## src/rtl/alu_op_sequencer.sv

```systemverilog
// alu_op_sequencer
// Control-side sequencer for the 8-bit ALU. It fetches 16-bit instructions over
// a valid handshake, decodes them, and drives the ALU operands and instruction
// byte. It captures the registered ALU result into a 4-entry register file. It
// also keeps the carry/borrow flag, because the ALU exports no flags.
//
// Build option: define SINGLE_STEP_EN to add a `step` input and a PAUSE state.
// With it defined, every completed instruction (WB, LDI, JMP) parks in PAUSE.
// Fetching resumes when step=1. HALT still goes directly to HALTED.
module alu_op_sequencer #(
    parameter int PC_WIDTH   = 8,
    parameter int DATA_WIDTH = 8
) (
    input  logic                  clk,
    input  logic                  reset,
    input  logic                  start,
`ifdef SINGLE_STEP_EN
    input  logic                  step,
`endif
    output logic                  imem_rd,
    output logic [PC_WIDTH-1:0]   imem_addr,
    input  logic [15:0]           imem_data,
    input  logic                  imem_valid,
    output logic [DATA_WIDTH-1:0] alu_a,
    output logic [DATA_WIDTH-1:0] alu_b,
    output logic [7:0]            alu_instr,
    input  logic [DATA_WIDTH-1:0] alu_y,
    output logic                  carry_flag,
    output logic                  busy,
    output logic                  halted
);

    // ------------------------------------------------------------------
    // State encoding
    // ------------------------------------------------------------------
    typedef enum logic [2:0] {
        S_IDLE   = 3'd0,
        S_FETCH  = 3'd1,
        S_DECODE = 3'd2,
        S_ISSUE  = 3'd3,
        S_WB     = 3'd4,
        S_HALTED = 3'd5
`ifdef SINGLE_STEP_EN
        ,
        S_PAUSE  = 3'd6
`endif
    } state_t;

    // Where a finished instruction goes next: straight back to FETCH, or
    // park in PAUSE when single-stepping is built in.
`ifdef SINGLE_STEP_EN
    localparam state_t S_DONE = S_PAUSE;
`else
    localparam state_t S_DONE = S_FETCH;
`endif

    // Instruction classes, IR[15:14]
    localparam logic [1:0] CLS_ALU  = 2'b00;
    localparam logic [1:0] CLS_LDI  = 2'b01;
    localparam logic [1:0] CLS_JMP  = 2'b10;
    localparam logic [1:0] CLS_HALT = 2'b11;

    // ------------------------------------------------------------------
    // Helper functions
    // ------------------------------------------------------------------

    // Instruction class field
    function automatic logic [1:0] ir_class(input logic [15:0] ir);
        return ir[15:14];
    endfunction

    // Destination register index (ALU and LDI)
    function automatic logic [1:0] ir_dst(input logic [15:0] ir);
        return ir[13:12];
    endfunction

    // Source A register index (ALU)
    function automatic logic [1:0] ir_src_a(input logic [15:0] ir);
        return ir[11:10];
    endfunction

    // Source B register index (ALU)
    function automatic logic [1:0] ir_src_b(input logic [15:0] ir);
        return ir[9:8];
    endfunction

    // Immediate of LDI, zero-extended or truncated to the datapath width
    function automatic logic [DATA_WIDTH-1:0] ir_imm(input logic [15:0] ir);
        return DATA_WIDTH'(ir[7:0]);
    endfunction

    // JMP target, zero-extended or truncated to the pc width
    function automatic logic [PC_WIDTH-1:0] ir_target(input logic [15:0] ir);
        return PC_WIDTH'(ir[7:0]);
    endfunction

    // Carry-in that is issued on alu_instr[5]. With use_carry set, the held
    // flag is chained in; otherwise the literal cin bit is used.
    function automatic logic issue_cin(input logic [15:0] ir, input logic cur_carry);
        return ir[6] ? cur_carry : ir[5];
    endfunction

    // New carry/borrow flag after a writeback. It is computed from the issued
    // operands and instruction bits, because the ALU itself reports no flags.
    function automatic logic carry_next(
        input logic [DATA_WIDTH-1:0] a,
        input logic [DATA_WIDTH-1:0] b,
        input logic [3:0]            opcode,
        input logic                  op,
        input logic                  cin,
        input logic                  cur
    );
        logic [DATA_WIDTH:0] wide;
        logic                res;
        wide = {(DATA_WIDTH+1){1'b0}};
        case (opcode)
            4'b0000: begin
                wide = {1'b0, a} + {1'b0, b};
                res  = wide[DATA_WIDTH];
            end
            4'b0001: begin
                wide = {1'b0, a} + {1'b0, b} + {{DATA_WIDTH{1'b0}}, cin};
                res  = wide[DATA_WIDTH];
            end
            4'b0010: begin
                res = (a < b);
            end
            4'b0011: begin
                // b + cin may overflow DATA_WIDTH, so the compare is done one bit wider
                wide = {1'b0, b} + {{DATA_WIDTH{1'b0}}, cin};
                res  = ({1'b0, a} < wide);
            end
            4'b1100, 4'b1101, 4'b1110, 4'b1111: begin
                // shift/rotate family: the bit that falls off the end
                res = op ? a[DATA_WIDTH-1] : a[0];
            end
            default: begin
                res = cur;
            end
        endcase
        return res;
    endfunction

    // ------------------------------------------------------------------
    // State and datapath registers
    // ------------------------------------------------------------------
    state_t                state_q, state_d;
    logic [PC_WIDTH-1:0]   pc_q, pc_d;
    logic [15:0]           ir_q, ir_d;
    logic [DATA_WIDTH-1:0] regs_q [4];
    logic [DATA_WIDTH-1:0] regs_d [4];
    logic                  carry_q, carry_d;
    logic [DATA_WIDTH-1:0] alu_a_q, alu_a_d;
    logic [DATA_WIDTH-1:0] alu_b_q, alu_b_d;
    logic [7:0]            alu_instr_q, alu_instr_d;
    logic                  imem_rd_q, imem_rd_d;
    logic                  busy_q, busy_d;
    logic                  halted_q, halted_d;

    logic [PC_WIDTH-1:0]   pc_inc_s;

    assign pc_inc_s = pc_q + PC_WIDTH'(1'b1);

    // Next-state, datapath and registered-output computation for the sequencer
    always_comb begin
        state_d     = state_q;
        pc_d        = pc_q;
        ir_d        = ir_q;
        regs_d      = regs_q;
        carry_d     = carry_q;
        alu_a_d     = alu_a_q;
        alu_b_d     = alu_b_q;
        alu_instr_d = alu_instr_q;

        case (state_q)
            S_IDLE, S_HALTED: begin
                // Registers and flag are kept, so a restarted program sees them.
                if (start) begin
                    pc_d    = {PC_WIDTH{1'b0}};
                    state_d = S_FETCH;
                end else begin
                    state_d = state_q;
                end
            end

            S_FETCH: begin
                if (imem_valid) begin
                    ir_d    = imem_data;
                    state_d = S_DECODE;
                end else begin
                    state_d = S_FETCH;
                end
            end

            S_DECODE: begin
                case (ir_class(ir_q))
                    CLS_ALU: begin
                        // Operands are sampled here, before writeback, so dst == src is safe.
                        alu_a_d     = regs_q[ir_src_a(ir_q)];
                        alu_b_d     = regs_q[ir_src_b(ir_q)];
                        alu_instr_d = {2'b00, issue_cin(ir_q, carry_q), ir_q[4], ir_q[3:0]};
                        state_d     = S_ISSUE;
                    end
                    CLS_LDI: begin
                        regs_d[ir_dst(ir_q)] = ir_imm(ir_q);
                        pc_d                 = pc_inc_s;
                        state_d              = S_DONE;
                    end
                    CLS_JMP: begin
                        if (!ir_q[8] || carry_q) begin
                            pc_d = ir_target(ir_q);
                        end else begin
                            pc_d = pc_inc_s;
                        end
                        state_d = S_DONE;
                    end
                    CLS_HALT: begin
                        state_d = S_HALTED;
                    end
                    default: begin
                        state_d = S_HALTED;
                    end
                endcase
            end

            S_ISSUE: begin
                // alu_* hold still; the ALU registers Y at the end of this cycle.
                state_d = S_WB;
            end

            S_WB: begin
                regs_d[ir_dst(ir_q)] = alu_y;
                carry_d = carry_next(alu_a_q, alu_b_q, alu_instr_q[3:0],
                                     alu_instr_q[4], alu_instr_q[5], carry_q);
                pc_d    = pc_inc_s;
                state_d = S_DONE;
            end

`ifdef SINGLE_STEP_EN
            S_PAUSE: begin
                if (step) begin
                    state_d = S_FETCH;
                end else begin
                    state_d = S_PAUSE;
                end
            end
`endif

            default: begin
                state_d = S_IDLE;
            end
        endcase

        // Status outputs are registered, so they are derived from the next state.
        imem_rd_d = (state_d == S_FETCH);
        halted_d  = (state_d == S_HALTED);
        busy_d    = (state_d != S_IDLE) && (state_d != S_HALTED);
    end

    // All sequencer flops; reset aborts any operation immediately and drops a pending fetch
    always_ff @(posedge clk or posedge reset) begin
        if (reset) begin
            state_q     <= S_IDLE;
            pc_q        <= {PC_WIDTH{1'b0}};
            ir_q        <= 16'h0000;
            for (int i = 0; i < 4; i++) begin
                regs_q[i] <= {DATA_WIDTH{1'b0}};
            end
            carry_q     <= 1'b0;
            alu_a_q     <= {DATA_WIDTH{1'b0}};
            alu_b_q     <= {DATA_WIDTH{1'b0}};
            alu_instr_q <= 8'h00;
            imem_rd_q   <= 1'b0;
            busy_q      <= 1'b0;
            halted_q    <= 1'b0;
        end else begin
            state_q     <= state_d;
            pc_q        <= pc_d;
            ir_q        <= ir_d;
            for (int i = 0; i < 4; i++) begin
                regs_q[i] <= regs_d[i];
            end
            carry_q     <= carry_d;
            alu_a_q     <= alu_a_d;
            alu_b_q     <= alu_b_d;
            alu_instr_q <= alu_instr_d;
            imem_rd_q   <= imem_rd_d;
            busy_q      <= busy_d;
            halted_q    <= halted_d;
        end
    end

    assign imem_rd    = imem_rd_q;
    assign imem_addr  = pc_q;
    assign alu_a      = alu_a_q;
    assign alu_b      = alu_b_q;
    assign alu_instr  = alu_instr_q;
    assign carry_flag = carry_q;
    assign busy       = busy_q;
    assign halted     = halted_q;

endmodule

```

## config.mk

```make
export PLATFORM = sky130hd
export DESIGN_NAME = alu_op_sequencer
export DESIGN_NICKNAME = d
export VERILOG_FILES = /design/src/rtl/alu_op_sequencer.sv
export SDC_FILE = /design/constraint.sdc
export NUM_CORES = 1
export LEC_CHECK = 0
export BUFFER_PORTS_ARGS = -buffer_cell sky130_fd_sc_hd__buf_4
export CORE_ASPECT_RATIO = 1.4
export CORE_UTILIZATION = 40
export DETAILED_ROUTE_END_ITERATION = 16
export GPL_ROUTABILITY_DRIVEN = 0
export PLACE_DENSITY = 0.59
export SLEW_MARGIN = 0
export SYNTH_ARGS = -nofsm -noshare
export SYNTH_HDL_FRONTEND = slang
export SYNTH_SLANG_ARGS = --single-unit
```

## constraint.sdc

```tcl
create_clock -name clk -period 3.8 [get_ports clk]
set_input_delay 0.38 -clock clk [delete_from_list [all_inputs] [get_ports clk]]
set_output_delay 0.38 -clock clk [all_outputs]
set_load 0.02 [all_outputs]
```

==> flow_summary.yaml, run 1 <==
layout:
  fin_nets: 556
  syn_to_final_growth_pct: 18.0
  postLayoutCoreUtil_pct: 48.6
  num-fill-cells: 1095
  regArea_um2: 2130
  fin_cells: 650
  multi_input_area_um2: 2550
  postLayoutCellArea_um2: 5750
  antenna_cells: 0
  drive_gt1_share_pct: 27.0
routing:
  maxUsedRoutingLayer: "met4"
  first_iter_violations: 260
  drt-pass1-iter-count: 4
  routed_wl_um: 11200
  drc: 0
  ant_nets: 0
  wl_met3_um: 366
  met2_length_um: 5880
  num_vias: 3456
  via_per_inst: 5.32
  wl_per_cell_um: 17.3
  m1WireLength_um: 4710
power:
  vdd_drop_max_v: 0.000328
  fin_total_pwr_mw: 5.28
  cellPowerDensity_nw_per_um2: 918
  p_leak_nw: 2.55
grt:
  antenna_found_initial: 0
  grt_max_degree: 37
  grt_pass1_vias: 3482
  grt_pass1_wl_um: 18200
  track_usage_pct: 19.1
  grt-ovfl-total: 0
die:
  core_um2: 11800
  pin_count: 64
  rows: 47
  dieArea_um2: 12600
  fp.dieW_um: 95.3
  die_y_um: 133
  initial_utilization_pct: 41.2
worst_setup_path:
  startpoint: "alu_b[0]"
  path_class: "register to register"
  arrival_ns: 2.84
  cp-start-kind: "register"
  rr_startpoint: "alu_b[0]"
  end_kind: "register"
  worstPathMaxFanout: 6
  cp.required_ns: 4.07
job:
  cap_violations: 0
clocking:
  cts.sinks: 85
  cts_buffers: 9
  cts-root-buf: "clkbuf_16"
  cts_buffer_depth: 2
  ctsHoldBuffers: 0
  cts_tree: "done"
  clkLatencyLatePin_ns: 0.34
  clk_pin_slew_worst_paths_ns: 0.06
  cts_setup_buffers: 0
  ctsResizeCount: 0
  htree_num_levels: 3
timing:
  min_period_over_period_pct: 67.4
  hold_ws_ns: -0.00392
  setup_viol: 0
  hold_viol: 14
  rsz0062_at_grt: "false"
  relSlewSlack_pct: 22.2
  worst_slack_ns: 1.24
  maxSlewViolCount: 0
  tns_ns: 0
  fmax_ghz: 0.390
  min_period_ns: 2.56
  fin_worst_skew_ns: 0.00618
  tightest_slew_ns: 1.16
logic_synthesis:
  synth_ff_type: "dfrtp_1"
  ys_ff_latch: 85
  synth-warning-count: 0
  synth-seq-area-share_pct: 43.6
  synthArstFlopShare_pct: 100
  synth-edff-count: 0
  synth_cell_types: 55
  syn_inst: 442
  postSynthAreaPerCell_um2: 11.0
  syn_area_um2: 4870
hold_path:
  hold_class: "primary input to async pin"
placement:
  place_worst_setup_slack_ns: 1.25
  placed_area_um2: 5420
  numPortBuffers: 61
  dp_cells: 634
  hpwlAfterDp_um: 8460
outcome:
  violations: "negative hold slack"
  outcome: "complete, but fails checks"
==> synthesized netlist by cell type, types with 2 or more instances <==
cell type   n  area (µm²)
a2111oi_0   2        17.5
mux2_2     21         236
mux4_2     16         360
inv_1      21        78.8
clkbuf_1    7        26.3
buf_4       3        22.5
dfrtp_1    85        2130
mux2_4     16         240
mux2i_1    11         110
ha_1       29         363
a32oi_1     2        17.5
nand2b_1    5        31.3
nand2_1    30         113
o31ai_1     2        15.0
nand3_1     9        45.0
nor3_1      9        45.0
nor2b_1     7        43.8
buf_6       4        45.0
o22a_1      2        17.5
o21ai_0    30         150
nand3b_1    2        15.0
buf_1       3        11.3
and3_1      3        18.8
nor4_1      2        12.5
a211oi_1    2        15.0
nor2_1     35         131
nand4_1     2        12.5
buf_2       3        15.0
a21oi_1    39         195
nor3b_1     3        22.5
xnor2_1    11        96.3
or3_1       3        18.8
==> sequential cells by signal, indices dropped and copies added, names as in the netlist <==
register and count:
alu_a 8, alu_b 8, alu_instr 6, busy 1, carry_flag 1, halted 1, imem_addr 8, imem_rd 1
ir_q 16, regs_q 32, state_q 3
==> critical path, stage by stage, from the launching register on <==
cell and delay (ns):
dfrtp_1 0.43, ha_1 0.18, ha_1 0.17, nand3_1 0.14
nor3_1 0.33, xnor2_1 0.11, ha_1 0.20, a2111oi_0 0.41
o21ai_0 0.19, a21oi_1 0.18, o32a_1 0.16
==> area by class of cell <==
cell class	count	area share (%)
Multi-Input combinational cell	317	44.4
Clock buffer	12	4.46
Timing Repair Buffer	64	8.36
Sequential cell	85	37.0
Inverter	21	1.39
Clock inverter	4	1.22
Tap cell	147	3.20
==> logic make-up (layout without fill, tap and decap cells) <==
family / after synthesis / after routing / share of synthesized area, %
simple gates: 118 / 118 / 11.9
buf+inv: 41 / 101 / 4.08
compound gates: 90 / 90 / 10.6
flops: 85 / 85 / 43.6
xor+xnor: 12 / 12 / 2.16
mux: 64 / 64 / 19.4
other cells: 1 / 2 / 0.0769
fa+ha+maj: 31 / 31 / 8.06
==> power by group <==
part | total [mW] | switching (mW) | internal, mW
logic | 2.45 | 1.20 | 1.25
registers | 1.88 | 0.569 | 1.31
clock network | 0.948 | 0.339 | 0.609
total | 5.28 | 2.11 | 3.17
==> layout by cell type, fill, tap and decap left out, types with 5 or more instances in the layout <==
cell	count
a21oi_1	39
buf_4	64
clkbuf_16	9
dfrtp_1	85
ha_1	29
inv_1	20
mux2_2	21
mux2_4	16
mux2i_1	11
mux4_2	16
nand2_1	30
nand2b_1	5
nand3_1	9
nor2_1	35
nor2b_1	7
nor3_1	9
o21ai_0	30
xnor2_1	11
==> path summary, 6_finish.rpt <==
path                                     end  cells past startpoint  slack (ns)
min in group clk                    ir_q[14]                      2        0.27
worst min register to register     regs_q[0]                      2        0.50
worst min-delay path               regs_q[1]                      2      -0.004
worst max register to register    carry_flag                     10        1.24
max in group asynchronous       imem_addr[5]                      3        3.03
worst max-delay path              carry_flag                     10        1.24
==> routing by layer <==
metal  global-route usage, %  vias up
met5                       0        -
met4                    7.24        0
met3                    3.56       17
met2                    32.1       61
met1                    23.9     1678
li1                        -     1700
Note: power is estimated with default switching activity, not from simulation.
==> run 2, diff against run 1 <==
Settings changed: ABC_AREA set to 1, PLACE_DENSITY 0.59 to 0.61.
Clock period 3.8 ns to 2.3 ns, I/O delays scaled along.
==> flow_summary.yaml, run 2 <==
outcome:
  outcome: "complete, but fails checks"
  violations: "negative setup slack"
hold_path:
  hold_class: "primary input to register"
die:
  pin_count: 64
  dieArea_um2: 13200
  die_y_um: 135
  fp.dieW_um: 97.3
  core_um2: 12400
  initial_utilization_pct: 41.1
  rows: 48
layout:
  drive_gt1_share_pct: 21.6
  fin_cells: 881
  antenna_cells: 0
  largest_reg_flops: 32
  syn_to_final_growth_pct: 24.2
  final_common_cell: "nand2_1"
  fin_nets: 785
  regMostFlops: "regs_q"
  layout_common_cells: "nand2_1, buf_4, dfrtp_1"
  reg_top3: "regs_q: 32 flops, ir_q: 16 flops"
  postLayoutCoreUtil_pct: 51.1
logic_synthesis:
  synthTopCellsByArea: "dfrtp_1, nand2_1, o21ai_0"
  ys_ff_latch: 85
  yosys.area.top_type_share_pct: 41.8
  synth_cell_types: 40
  syn_inst: 645
  synth-edff-count: 0
  yosys.area.top_type: "dfrtp_1"
  synth-seq-area-share_pct: 41.8
  synth_most_common_cell: "nand2_1"
  postSynthAreaPerCell_um2: 7.89
  synth_ff_type: "dfrtp_1"
  syn_area_um2: 5090
  synth_common_cells: "nand2_1, dfrtp_1, nor2_1, o21ai_0, inv_1"
  synthArstFlopShare_pct: 100
  synth-warning-count: 0
clocking:
  cts_buffers: 9
  clk_pin_slew_worst_paths_ns: 0.06
  clkLatencyLatePin_ns: 0.34
  cts-root-buf: "clkbuf_16"
  cts.sinks: 85
  htree_num_levels: 3
  cts_tree: "done"
  cts_buffer_depth: 2
power:
  p_leak_nw: 3.04
  vdd_drop_max_v: 0.000611
  fin_total_pwr_mw: 8.69
  p_seq_share_pct: 32.4
  swShare_pct: 44.4
  comb_power_share_pct: 49.0
  clockPowerShare_pct: 18.6
  power_switching_mw: 3.85
  intPower_mw: 4.83
  cellPowerDensity_nw_per_um2: 1370
routing:
  drc: 0
  first_iter_violations: 281
  wl_per_cell_um: 15.4
  routed_wl_um: 13600
  num_vias: 4627
  ant_nets: 0
  via_per_inst: 5.25
  drt-pass1-iter-count: 6
timing:
  maxSlewViolCount: 0
  setup_viol: 1
  tns_ns: -0.00268
  hold_viol: 0
  min_period_ns: 2.30
  fmax_ghz: 0.434
  tightest_slew_ns: 0.679
  worst_slack_ns: -0.00268
  fin_worst_skew_ns: 0.0113
  min_period_over_period_pct: 100
  hold_ws_ns: 0.125
  relSlewSlack_pct: 54.3
  rsz0062_at_grt: "true"
placement:
  dp_cells: 857
  hpwlAfterDp_um: 10400
  numPortBuffers: 61
job:
  cap_violations: 0
grt:
  grt_pass1_vias: 4570
  track_usage_pct: 21.6
  grt_max_degree: 33
  grt-ovfl-total: 0
  antenna_found_initial: 0
  grt_pass1_wl_um: 22400
worst_setup_path:
  cp.required_ns: 2.57
  cp-start-kind: "register"
  worstPathMaxFanout: 5
  path_class: "register to register"
  arrival_ns: 2.57
  end_kind: "register"
==> run 2: changes by cell type after synthesis, moves of 11 or more <==
cell,before,now
nand3_1,9,23
a31oi_1,1,16
mux2_4,16,0
mux2i_1,11,0
nand2_1,30,126
mux4_2,16,0
o21ai_0,30,79
inv_1,21,70
nor2_1,35,79
==> run 2: kinds of logic after synthesis <==
logic type,synth area share [%]
compound gates,17.2
simple gates,20.8
other cells,0.0737
xor+xnor,1.38
fa+ha+maj,7.52
flops,41.8
buf+inv,8.38
mux,2.88
==> run 2: worst max-delay path, stage by stage (launching register included) <==
cell     delay (ns)
dfrtp_2        0.39
buf_6          0.14
ha_4           0.15
nand3_4        0.07
nor2_2         0.15
nand2_2        0.08
nor3_2         0.21
xor2_1         0.17
ha_1           0.27
nand3_1        0.10
nand2_1        0.06
nor2_2         0.12
nand3_1        0.08
nand2_1        0.07
inv_1          0.04
nand3_2        0.05
nand2_1        0.05
inv_1          0.04
==> run 2: final cells by class <==
| cell class | count | area (µm²) |
|---|---|---|
| flip-flops and latches | 85 | 2130 |
| fillers | 1191 | 6050 |
| inverters | 76 | 289 |
| clock buffers | 11 | 233 |
| well taps | 150 | 188 |
| multi-input cells | 462 | 2660 |
| clock inverters | 4 | 97.6 |
| repair buffers | 93 | 724 |
==> run 2: per-layer routing <==
metal  GRT usage (%)  vias up  part of all wire, %
met5               0        -                    0
met4            10.8        0                  3.6
li1                -     2296                    -
met2            38.3      107                   51
met3            2.22       29                  3.5
met1            26.1     2195                   42
==> run 2: repair_timing <==
action                                  CTS  global route
pin swaps                                 5            26
setup buffers                             2             6
endpoints found under the hold margin    18             0
cloned                                    0             0
gates resized for setup                   7            25
hold buffers                              1             0
endpoints found under the setup margin    1             1
==> run 2: worst paths after layout <==
| path | startpoint | to | slack, ns | cells past startpoint |
|---|---|---|---|---|
| max reg2reg | alu_b[0] | carry_flag | -0.003 | 17 |
| min reg2reg | regs_q[24] | regs_q[24] | 0.49 | 2 |
| min | imem_data[7] | ir_q[7] | 0.13 | 2 |
| max | alu_b[0] | carry_flag | -0.003 | 17 |
| max in group asynchronous | reset | regs_q[15] | 1.18 | 4 |
| min in group asynchronous | reset | ir_q[0] | 0.48 | 3 |
==> run 2: power by group through the flow <==
stage	Combinational (mW)	Clock [mW]	Sequential [mW]
2_1_floorplan	2.60	0	2.87
3_3_place_gp	3.96	0	2.78
3_5_place_dp	4.07	0	2.82
4_1_cts	4.12	1.66	2.79
5_1_grt	4.75	1.71	2.93
6_report	4.26	1.62	2.82
==> run 2: stage by stage <==
stage / setup slack [ns] / instance area (µm²)
2_1_floorplan: 0.0388 / 5100
3_3_place_gp: 0.0173 / 5790
3_5_place_dp: -0.105 / 5790
4_1_cts: -0.0325 / 6170
5_1_grt: -0.0911 / 6320
6_report: -0.00268 / 6320
==> run 3, diff against run 2 <==
Settings changed: REMOVE_ABC_BUFFERS set to 1.
==> flow_summary.yaml, run 3 (synthesized netlist as in run 2, its figures left out) <==
layout:
  reg_top3: "regs_q: 32 flops, ir_q: 16 flops"
  layout_common_cells: "nand2_1, dfrtp_1, buf_4"
  final_common_cell: "nand2_1"
  fin_cells: 875
  antenna_cells: 0
  num-fill-cells: 1197
  syn_to_final_growth_pct: 23.1
  regMostFlops: "regs_q"
  fin_nets: 779
  drive_gt1_share_pct: 19.0
  largest_reg_flops: 32
  postLayoutCoreUtil_pct: 50.6
worst_setup_path:
  arrival_ns: 2.57
  worstPathMaxFanout: 3
  path_class: "register to register"
  cp-start-kind: "register"
  end_kind: "register"
  cp.required_ns: 2.54
die:
  dieArea_um2: 13200
  core_um2: 12400
  pin_count: 64
  fp.dieW_um: 97.3
  initial_utilization_pct: 41.1
  rows: 48
  die_y_um: 135
power:
  vdd_drop_max_v: 0.000555
  cellPowerDensity_nw_per_um2: 1400
  p_leak_nw: 3.03
clocking:
  cts-root-buf: "clkbuf_16"
  cts_buffers: 9
  cts.sinks: 85
  cts_buffer_depth: 2
  cts_tree: "done"
  clk_pin_slew_worst_paths_ns: 0.06
  clkLatencyLatePin_ns: 0.34
  htree_num_levels: 3
routing:
  ant_nets: 0
  wl_per_cell_um: 15.7
  met2_length_um: 7110
  drt-pass1-iter-count: 4
  routed_wl_um: 13700
  first_iter_violations: 388
  drc: 0
  maxUsedRoutingLayer: "met4"
  num_vias: 4599
  m1WireLength_um: 5700
  via_per_inst: 5.26
  wl_met3_um: 462
timing:
  hold_viol: 0
  relSlewSlack_pct: 59.1
  rsz0062_at_grt: "true"
  fmax_ghz: 0.430
  hold_ws_ns: 0.112
  maxSlewViolCount: 0
  setup_viol: 1
  min_period_ns: 2.33
  worst_slack_ns: -0.0282
  tns_ns: -0.0282
  fin_worst_skew_ns: 0.00802
  tightest_slew_ns: 0.613
  min_period_over_period_pct: 101
hold_path:
  hold_class: "primary input to register"
placement:
  dp_cells: 854
  hpwlAfterDp_um: 10200
  numPortBuffers: 61
  place_worst_setup_slack_ns: -0.0536
grt:
  grt_pass1_vias: 4514
  track_usage_pct: 21.7
  grt-ovfl-total: 0
  grt_max_degree: 39
  grt_pass1_wl_um: 22300
  antenna_found_initial: 0
job:
  cap_violations: 0
outcome:
  outcome: "complete, but fails checks"
  violations: "negative setup slack"
run 3: cell count changes in the layout (fill, tap and decap cells not counted), sizes merged:
cell      delta
buf          -6
bufinv       +1
clkinv       +1
clkinvlp     -2
run 3: final timing paths:
kind | from | end | slack (ns) | cells past startpoint
worst max-delay path | alu_instr[5] | carry_flag | -0.03 | 19
worst min-delay path | imem_data[7] | ir_q[7] | 0.11 | 2
worst max register to register | alu_instr[5] | carry_flag | -0.03 | 19
worst min register to register | regs_q[26] | regs_q[26] | 0.50 | 2
max in group asynchronous | reset | ir_q[15] | 1.13 | 4
min in group asynchronous | reset | halted | 0.53 | 3
run 3: final cells by class:
type	instances	area, µm²	area share [%]
Sequential cell	85	2130	34.0
Clock inverter	4	120	1.92
Tap cell	150	188	3.00
Timing Repair Buffer	87	684	10.9
Multi-Input combinational cell	462	2620	41.7
Inverter	76	287	4.57
Clock buffer	11	243	3.88
run 3: metal layers:
metal | GRT usage, % | vias to the layer above
met5 | 0 | -
li1 | - | 2271
met3 | 2.43 | 27
met1 | 25.9 | 2184
met4 | 10.9 | 0
met2 | 38.9 | 117
run 3: timing repair:
item                                    in CTS  in global routing
buffers inserted                             0                  5
resized for setup                            8                  7
endpoints found under the setup margin       1                  1
hold endpoints to repair                    32                  0
hold buffers                                 1                  0
pin swaps                                    9                 11
run 3: metrics by stage:
stage	total power, mW	instance area [µm²]
after floorplan	5.35	4950
after CTS	8.70	6180
after detailed placement	6.89	5770
final	8.75	6260
after global placement	6.75	5770
after global routing	9.44	6260
run 3: where the power goes:
| part | internal, mW | leakage [nW] | switching (mW) |
|---|---|---|---|
| registers | 2.13 | 1.01 | 0.670 |
| clock network | 1.19 | 0.176 | 0.572 |
| logic | 1.61 | 1.84 | 2.57 |
run 3: worst max-delay path: stages, from the launching register on:
cell and delay [ns]:
dfrtp_1 0.36, buf_4 0.13, ha_4 0.13, ha_4 0.14, nand2_2 0.07, nor2_4 0.14
nand3_2 0.09, xor2_1 0.16, ha_1 0.31, nand2_1 0.06, inv_1 0.08, nand3_2 0.09
nor2_1 0.11, nor2_1 0.05, nand3_1 0.06, nand2_1 0.05, inv_1 0.05, nand3_1 0.07
nand2_1 0.06, inv_1 0.03
